$ cat src/rtl/alu_pkg.sv
// rtl/alu_pkg.sv - shared ALU control codes and MUL sequencer state encoding
package alu_pkg;

  // ALU control codes produced by the ALU control decoder
  localparam logic [2:0] ALU_AND  = 3'b000;
  localparam logic [2:0] ALU_XOR  = 3'b001;
  localparam logic [2:0] ALU_SLL  = 3'b010;
  localparam logic [2:0] ALU_ADD  = 3'b011;
  localparam logic [2:0] ALU_SUB  = 3'b100;
  localparam logic [2:0] ALU_MUL  = 3'b101;
  localparam logic [2:0] ALU_ADDI = 3'b110;
  localparam logic [2:0] ALU_SRAI = 3'b111;

  // Multiply sequencer FSM encoding
  localparam logic [1:0] ST_IDLE = 2'b00;
  localparam logic [1:0] ST_BUSY = 2'b01;
  localparam logic [1:0] ST_DONE = 2'b10;

endpackage

$ cat src/rtl/mul_iter_dp.sv
// rtl/mul_iter_dp.sv - iterative shift-add multiply datapath
module mul_iter_dp #(
  parameter int WIDTH          = 32,
  parameter int BITS_PER_CYCLE = 1
) (
  input  logic             clk_i,
  input  logic             rst_i,
  input  logic             load,
  input  logic             step,
  input  logic [WIDTH-1:0] src1,
  input  logic [WIDTH-1:0] src2,
  output logic [WIDTH-1:0] acc_next
);

  logic [WIDTH-1:0] acc;
  logic [WIDTH-1:0] mcand;
  logic [WIDTH-1:0] mplier;

  // Add one shifted copy of mcand per set bit in the low multiplier slice;
  // the sum wraps modulo 2^WIDTH, which is all a low-word MUL needs.
  always_comb begin
    acc_next = acc;
    for (int k = 0; k < BITS_PER_CYCLE; k++) begin
      if (mplier[k]) begin
        acc_next = acc_next + (mcand << k);
      end
    end
  end

  // Load operands on start, then consume BITS_PER_CYCLE multiplier bits per step
  always_ff @(posedge clk_i) begin
    if (rst_i) begin
      acc    <= '0;
      mcand  <= '0;
      mplier <= '0;
    end else if (load) begin
      acc    <= '0;
      mcand  <= src1;
      mplier <= src2;
    end else if (step) begin
      acc    <= acc_next;
      mcand  <= mcand << BITS_PER_CYCLE;
      mplier <= mplier >> BITS_PER_CYCLE;
    end
  end

endmodule

$ cat src/rtl/mul_seq_ctrl.sv
// rtl/mul_seq_ctrl.sv - EX-stage MUL sequencer: pipeline stall control and iteration FSM
module mul_seq_ctrl
  import alu_pkg::*;
#(
  parameter int WIDTH          = 32,
  parameter int BITS_PER_CYCLE = 1
) (
  input  logic             clk_i,
  input  logic             rst_i,
  input  logic             valid_i,
  input  logic [2:0]       ALUCtrl_i,
  input  logic             flush_i,
  input  logic [WIDTH-1:0] src1_i,
  input  logic [WIDTH-1:0] src2_i,
  output logic             stall_o,
  output logic             busy_o,
  output logic             done_o,
  output logic [WIDTH-1:0] result_o
);

  localparam int N     = WIDTH / BITS_PER_CYCLE;
  localparam int CNT_W = (N > 1) ? $clog2(N) : 1;
  localparam logic [CNT_W-1:0] CNT_INIT = CNT_W'(N - 1);

  logic [1:0]       state;
  logic [CNT_W-1:0] cnt;
  logic             start;
  logic             step;
  logic [WIDTH-1:0] acc_next;

  // Start only from IDLE, so the same MUL still visible during DONE cannot relaunch
  always_comb begin
    start   = valid_i && (ALUCtrl_i == ALU_MUL) && !flush_i && (state == ST_IDLE);
    step    = (state == ST_BUSY) && !flush_i;
    busy_o  = (state == ST_BUSY);
    done_o  = (state == ST_DONE);
    stall_o = (state == ST_IDLE) ? start : (state == ST_BUSY);
  end

  mul_iter_dp #(
    .WIDTH          (WIDTH),
    .BITS_PER_CYCLE (BITS_PER_CYCLE)
  ) u_dp (
    .clk_i    (clk_i),
    .rst_i    (rst_i),
    .load     (start),
    .step     (step),
    .src1     (src1_i),
    .src2     (src2_i),
    .acc_next (acc_next)
  );

  // FSM and iteration counter; flush wins over completion so a squashed MUL never writes result
  always_ff @(posedge clk_i) begin
    if (rst_i) begin
      state    <= ST_IDLE;
      cnt      <= '0;
      result_o <= '0;
    end else begin
      case (state)
        ST_IDLE: begin
          if (start) begin
            state <= ST_BUSY;
            cnt   <= CNT_INIT;
          end
        end
        ST_BUSY: begin
          if (flush_i) begin
            state <= ST_IDLE;
          end else if (cnt == '0) begin
            result_o <= acc_next;
            state    <= ST_DONE;
          end else begin
            cnt <= cnt - CNT_W'(1);
          end
        end
        ST_DONE: state <= ST_IDLE;
        default: state <= ST_IDLE;
      endcase
    end
  end

endmodule

$ cat config.mk
export PLATFORM = sky130hd
export DESIGN_NAME = mul_seq_ctrl
export DESIGN_NICKNAME = d
export VERILOG_FILES = /design/src/rtl/alu_pkg.sv /design/src/rtl/mul_iter_dp.sv /design/src/rtl/mul_seq_ctrl.sv
export SDC_FILE = /design/constraint.sdc
export NUM_CORES = 1
export LEC_CHECK = 0
export CAP_MARGIN = 20
export CORE_MARGIN = 2
export CORE_UTILIZATION = 30
export CTS_CLUSTER_DIAMETER = 80
export CTS_CLUSTER_SIZE = 14
export DETAILED_ROUTE_END_ITERATION = 16
export PLACE_DENSITY_LB_ADDON = 0.2
export SETUP_SLACK_MARGIN = 0.5
export SLEW_MARGIN = 10
export SYNTH_ARGS = -nofsm -noshare
export SYNTH_HDL_FRONTEND = slang
export SYNTH_SLANG_ARGS = --single-unit
$ cat constraint.sdc
create_clock -name clk_i -period 2.9 [get_ports clk_i]
set_clock_uncertainty 0.05 [all_clocks]
set_input_delay 0.58 -clock clk_i [delete_from_list [all_inputs] [get_ports clk_i]]
set_output_delay 0.58 -clock clk_i [all_outputs]
set_load 0.005 [all_outputs]
# ---- Word-level counts from Yosys, hierarchy flattened
# Cells that the tools add are included.
dict set report word_totals {
  ff_bits 135
  elab_cells 43
  in_bits 71
  out_inout_bits 35
}
dict set report op_classes {
  reduce_logical 13
  addsub 2
  bitwise 1
  muxes 14
  n_eq_ne 7
}
# operator n
set ops {}
lappend ops {{2-to-1 mux 32 bit} 5}
lappend ops {{adder 32 bit} 1}
lappend ops {{2-to-1 mux 5 bit} 3}
lappend ops {{case mux 5 bit (2 select lines)} 1}
lappend ops {{2-to-1 mux 2 bit} 3}
lappend ops {{inequality test 2 bit (second input constant)} 3}
lappend ops {{logical NOT 5 bit} 1}
lappend ops {{subtractor 5 x 1 -> 5 bit (second input constant)} 1}
lappend ops {{logical AND 1 bit} 4}
lappend ops {{case mux 2 bit (2 select lines)} 1}
lappend ops {{AND reduction 4 bit} 1}
lappend ops {{nonzero test 2 bit} 2}
lappend ops {{equality test 3 bit (second input constant)} 1}
lappend ops {{inequality test 3 x 2 -> 1 bit (second input constant)} 1}
lappend ops {{AND reduction 3 bit} 1}
lappend ops {{equality test 2 x 1 -> 1 bit (second input constant)} 1}
lappend ops {{equality test 2 bit (second input constant)} 1}
lappend ops {{logical NOT 2 bit} 1}
lappend ops {{AND reduction 2 bit} 1}
lappend ops {{OR reduction 2 bit} 1}
lappend ops {{logical NOT 1 bit} 1}
lappend ops {{2-to-1 mux 1 bit} 1}
lappend ops {{inverter 1 bit} 1}

# ---- Depth between registers and ports, before layout
dict set report depth {
  ltp_word 6
  depth_mapped 10
  ltp_nobuf 10
}

# ---- Cells and area by module
# A second synthesis with hierarchy kept.
dict set report unflattened {
  hier_cells 959
  area_unflattened_um2 7676.1
}
# module seq_area_each_um2 n_inst area_each_um2 cells_per_inst
set by_module_without_submodules {}
lappend by_module_without_submodules {mul_iter_dp 1921.8 1 6187.2 780}
lappend by_module_without_submodules {mul_seq_ctrl 780.7 1 1488.9 179}

# ---- Least setup slack after synthesis
# Ideal clock, no wire load.
dict set report synth_timing {
  path_kind {register -> register}
  startpoint {register u_dp.mcand[0]}
  endpoint {register result_o[30]}
  path_slack_ps 14
  setup_time_ps 112
  arrival_time_ps 2724
  synth_period_minus_slack_ps 2886
  path_buffers 0
  required_ps 2738
  path_stages_with_launch 11
  path_cell_list {dfxtp_1 ha_1 fa_1 a21o_1 a31o_1 or4b_4 nand2_2 a311o_1 a221o_2 xnor2_1 a2111oi_1}
}
dict set report synth_via {
  elab_chain_len 2
}
# element line
set synth_rtl {}
lappend synth_rtl {{start, declared} mul_iter_dp.sv:16} ;# logic [WIDTH-1:0] mcand;
lappend synth_rtl {{start signal, assigned} mul_iter_dp.sv:38} ;# mcand <= src1;
lappend synth_rtl {{start signal, assigned} mul_iter_dp.sv:42} ;# mcand <= mcand << BITS_PER_CYCLE;
lappend synth_rtl {{adder 32 bit} mul_iter_dp.sv:25} ;# acc_next = acc_next + (mcand << k);
lappend synth_rtl {{2-to-1 mux 32 bit} mul_iter_dp.sv:24} ;# if (mplier[k]) begin
lappend synth_rtl {{end signal, assigned} mul_seq_ctrl.sv:71} ;# result_o <= acc_next;
lappend synth_rtl {{end, declared} mul_seq_ctrl.sv:18} ;# output logic [WIDTH-1:0] result_o
# Every way passes these cells.
# A chain may end at the register's enable or synchronous reset.

# ---- Worst setup path after layout
# Same ends and word-level chain as after synthesis.

==> impl_results.md <==
- Outcome: finished clean
- RR Endpoint: result_o[30]
- Slew at the pin with the worst max-slew slack: 0.515 ns
- Yosys warning count: 0
- GP Congestion: 0.826
- Yosys reg bits: 135
- Die width: 160 µm
- Clock Sinks: 135
- Max-cap violations: 0
- # fillers: 2391
- Tightest Hold Check Type: reg2reg
- Synth async-reset ratio: 0%
- Die Ht: 160 µm
- Worst vdd ir: 0.000401 V
- Crit Path Class: reg2reg
- CTS root buf: clkbuf_16
- Initial antenna violation count: 0
- Final period util: 99.9%
- Mapped cell area: 0.00734 mm²
- Prevailing post-synth register cell: dfxtp_1
- Register area: 0.00273 mm²
- Max Freq: 345 MHz
- Leak: 3.77 nW
- Mapped Cells: 918
- Metal-1 WL: 10200 µm
- WP data required: 3.17 ns
- Ant. Diodes: 0
- Area of the multi-input gates: 0.00492 mm²
- Cells after DPL: 1320
- WHS Path Cells: 2
- Non-Filler Instances: 1393
- HPWL Detailed: 14900 µm
- Syn nets: 1023
- Pwr/cell area: 432 mW/mm²
- EDFF count, synth: 0
- R2R Path Start: u_dp.mcand[0]
- Vias in the first global route: 6965
- H-tree depth: 4
- Arrival time worst endpoint: 3.16 ns
- I/O Buffers: 105
- DR vias/cell: 5.07
- Vias: 7058
- Largest net degree at the start of global routing: 46
- Routed Antenna Nets: 0
- Area grow syn2layout: 43.0%
- Reg2Reg Depth: 10
- Most common cell after layout, fill and taps aside: nand2_1
- Final nets: 1161
- First-pass GRT wire length: 35800 µm
- TritonRoute pass-1 iters: 4
- Final hold vios: 0
- Register area share after synthesis: 36.8%
- Core Rows: 57
- Worst Setup End Kind: register
- Die area: 0.0257 mm²
- Sink of the worst hold path: u_dp.mplier[20]
- IO Pins: 106
- Critical path startpoint category: register
- Most frequent cells in the layout: nand2_1 (162), dfxtp_1 (116), clkdlybuf4s50_1 (99)
- Core box area: 0.0242 mm²
- Worst-path clk slew: 0.06 ns
- Worst Hold Slack: 0.403 ns
- Initial detailed-routing violation count: 362
- Met2 Wirelength: 10200 µm
- Global route overflow: 0
- DR DRC count: 0
- CTS tree: done
- DR top layer: met4
- Flop-to-flop setup slack: 0.003 ns
- RSZ-0062 raised after global routing: true
- Setup-failing EPs final: 0
- Synth cell types: 65
- Starting Density: 30.3%
- Crit. Startpoint: u_dp.mcand[0]
- Crit path time final: 2.90 ns
- Average instance area after synthesis: 7.99 µm²
- Bufs on Longest Clock Path: 2
- Relative slew margins: 65.2%
- Routed WL: 21900 µm
- Max FO, Critical Path: 2
- Clk_lat worst skew: 0.43 ns
- Hold Startpoint: u_dp.mplier[20]
- Overall Global Routing Usage: 17.1%
- Layout cell share with drive strength beyond 1: 21.7%
- Avg WL per Cell: 15.7 µm
- Met3 routed WL: 1170 µm
- Num CTS Buffers: 17
- Final Max Slew Viols: 0
==> worst max-delay path, cell delays in order (launching register included) <==
cell and delay, ns:
dfxtp_2 0.33, ha_4 0.16, fa_2 0.35, a21o_1 0.18, a31o_1 0.25, or4b_4 0.23, nand2_4 0.04, a311o_1 0.32
a221o_2 0.39, xnor2_1 0.14, a2111oi_1 0.33
==> logic make-up (layout without fill, tap and decap cells) <==
group / count (synthesis) / in the layout / share of synthesized area [%]
AO/OA/AOI/OAI: 275 / 275 / 26.1
adder cells (fa/ha/maj): 34 / 34 / 5.90
multiplexers: 23 / 23 / 3.15
buffers and inverters: 78 / 229 / 4.16
AND/OR/NAND/NOR: 345 / 345 / 20.5
flip-flops: 135 / 135 / 36.8
XOR/XNOR: 28 / 28 / 3.34
==> registers in the layout (all words and copies together), names as in the netlist <==
register / cells
result_o: 32
u_dp.acc: 32
u_dp.mcand: 32
u_dp.mplier: 32
cnt: 5
state: 2
==> cell usage after synthesis, drive strengths merged, types with 2 or more instances <==
cell,instances,area [µm²]
nand2,166,626
dfxtp,135,2700
nor2,95,357
a21oi,87,447
clkbuf,53,199
a311oi,35,307
ha,33,413
a211oi,32,245
a22oi,31,233
o21ai,25,129
mux2i,22,220
nand3,20,100
xnor2,18,158
a21o,17,128
buf,15,68.8
nor3,12,60.1
inv,10,37.5
nand2b,10,62.6
xor2,10,87.6
o211ai,8,60.1
a31oi,7,50.1
and3,7,48.8
nand4,6,37.5
and2,5,33.8
nor2b,5,31.3
a211o,4,35.0
nand3b,4,30.0
nor4,4,25.0
o21a,4,30.0
o21bai,4,30.0
a2111oi,3,40.0
a31o,3,26.3
or3,3,18.8
a311o,2,20.0
a41o,2,20.0
nor3b,2,20.0
o2111ai,2,17.5
o211a,2,20.0
o31ai,2,15.0
or4,2,15.0
==> routing by layer <==
| layer | global-route usage [%] | up-vias |
|---|---|---|
| met5 | 0 | - |
| met1 | 21.8 | 3302 |
| li1 | - | 3601 |
| met4 | 4.83 | 0 |
| met3 | 5.11 | 20 |
| met2 | 28.0 | 135 |
==> cell type report <==
| cell class | instances | area share [%] |
|---|---|---|
| Clock inverter | 14 | 1.90 |
| Sequential cell | 135 | 26.1 |
| Multi-Input combinational cell | 705 | 46.9 |
| Tap cell | 324 | 3.86 |
| Timing Repair Buffer | 187 | 16.8 |
| Clock buffer | 18 | 4.09 |
| Inverter | 10 | 0.358 |
==> worst max path at each step <==
stage          slack (ns)  depth (start not counted)            to
3_5_place_dp        -0.04                          5       stall_o
3_3_place_gp        -0.05                          5       stall_o
4_1_cts             0.002                         10  result_o[30]
5_1_grt             -0.11                         10  result_o[30]
6_report            0.003                         10  result_o[30]
2_1_floorplan        0.15                         10  result_o[30]
==> metrics by stage <==
| stage | TNS [ns] | setup slack [ns] | area, µm² | total power, mW | utilization, % |
|---|---|---|---|---|---|
| 2_1_floorplan | 0 | 0.151 | 7380 | 2.04 | - |
| 3_3_place_gp | -0.0460 | -0.0460 | 8920 | 2.20 | 36.9 |
| 3_5_place_dp | -0.0508 | -0.0421 | 8920 | 2.20 | 36.9 |
| 4_1_cts | 0 | 0.00184 | 10000 | 4.58 | 41.5 |
| 5_1_grt | -0.294 | -0.108 | 10500 | 4.68 | 43.4 |
| 6_report | 0 | 0.00334 | 10500 | 4.53 | 43.4 |
==> power by group <==
group | leakage [nW] | switching (mW) | total, mW | internal [mW]
Clock | 0.293 | 0.909 | 2.35 | 1.45
Sequential | 1.10 | 0.0184 | 1.89 | 1.87
Combinational | 2.38 | 0.128 | 0.282 | 0.153
==> timing repair <==
action	CTS	global route
buffers inserted	28	13
pin swaps	55	37
hold endpoints to repair	0	0
endpoints found under the setup margin	34	44
cloned	0	0
hold buffers	0	0
gates resized for setup	53	82
(Power assumes the default switching activity.)
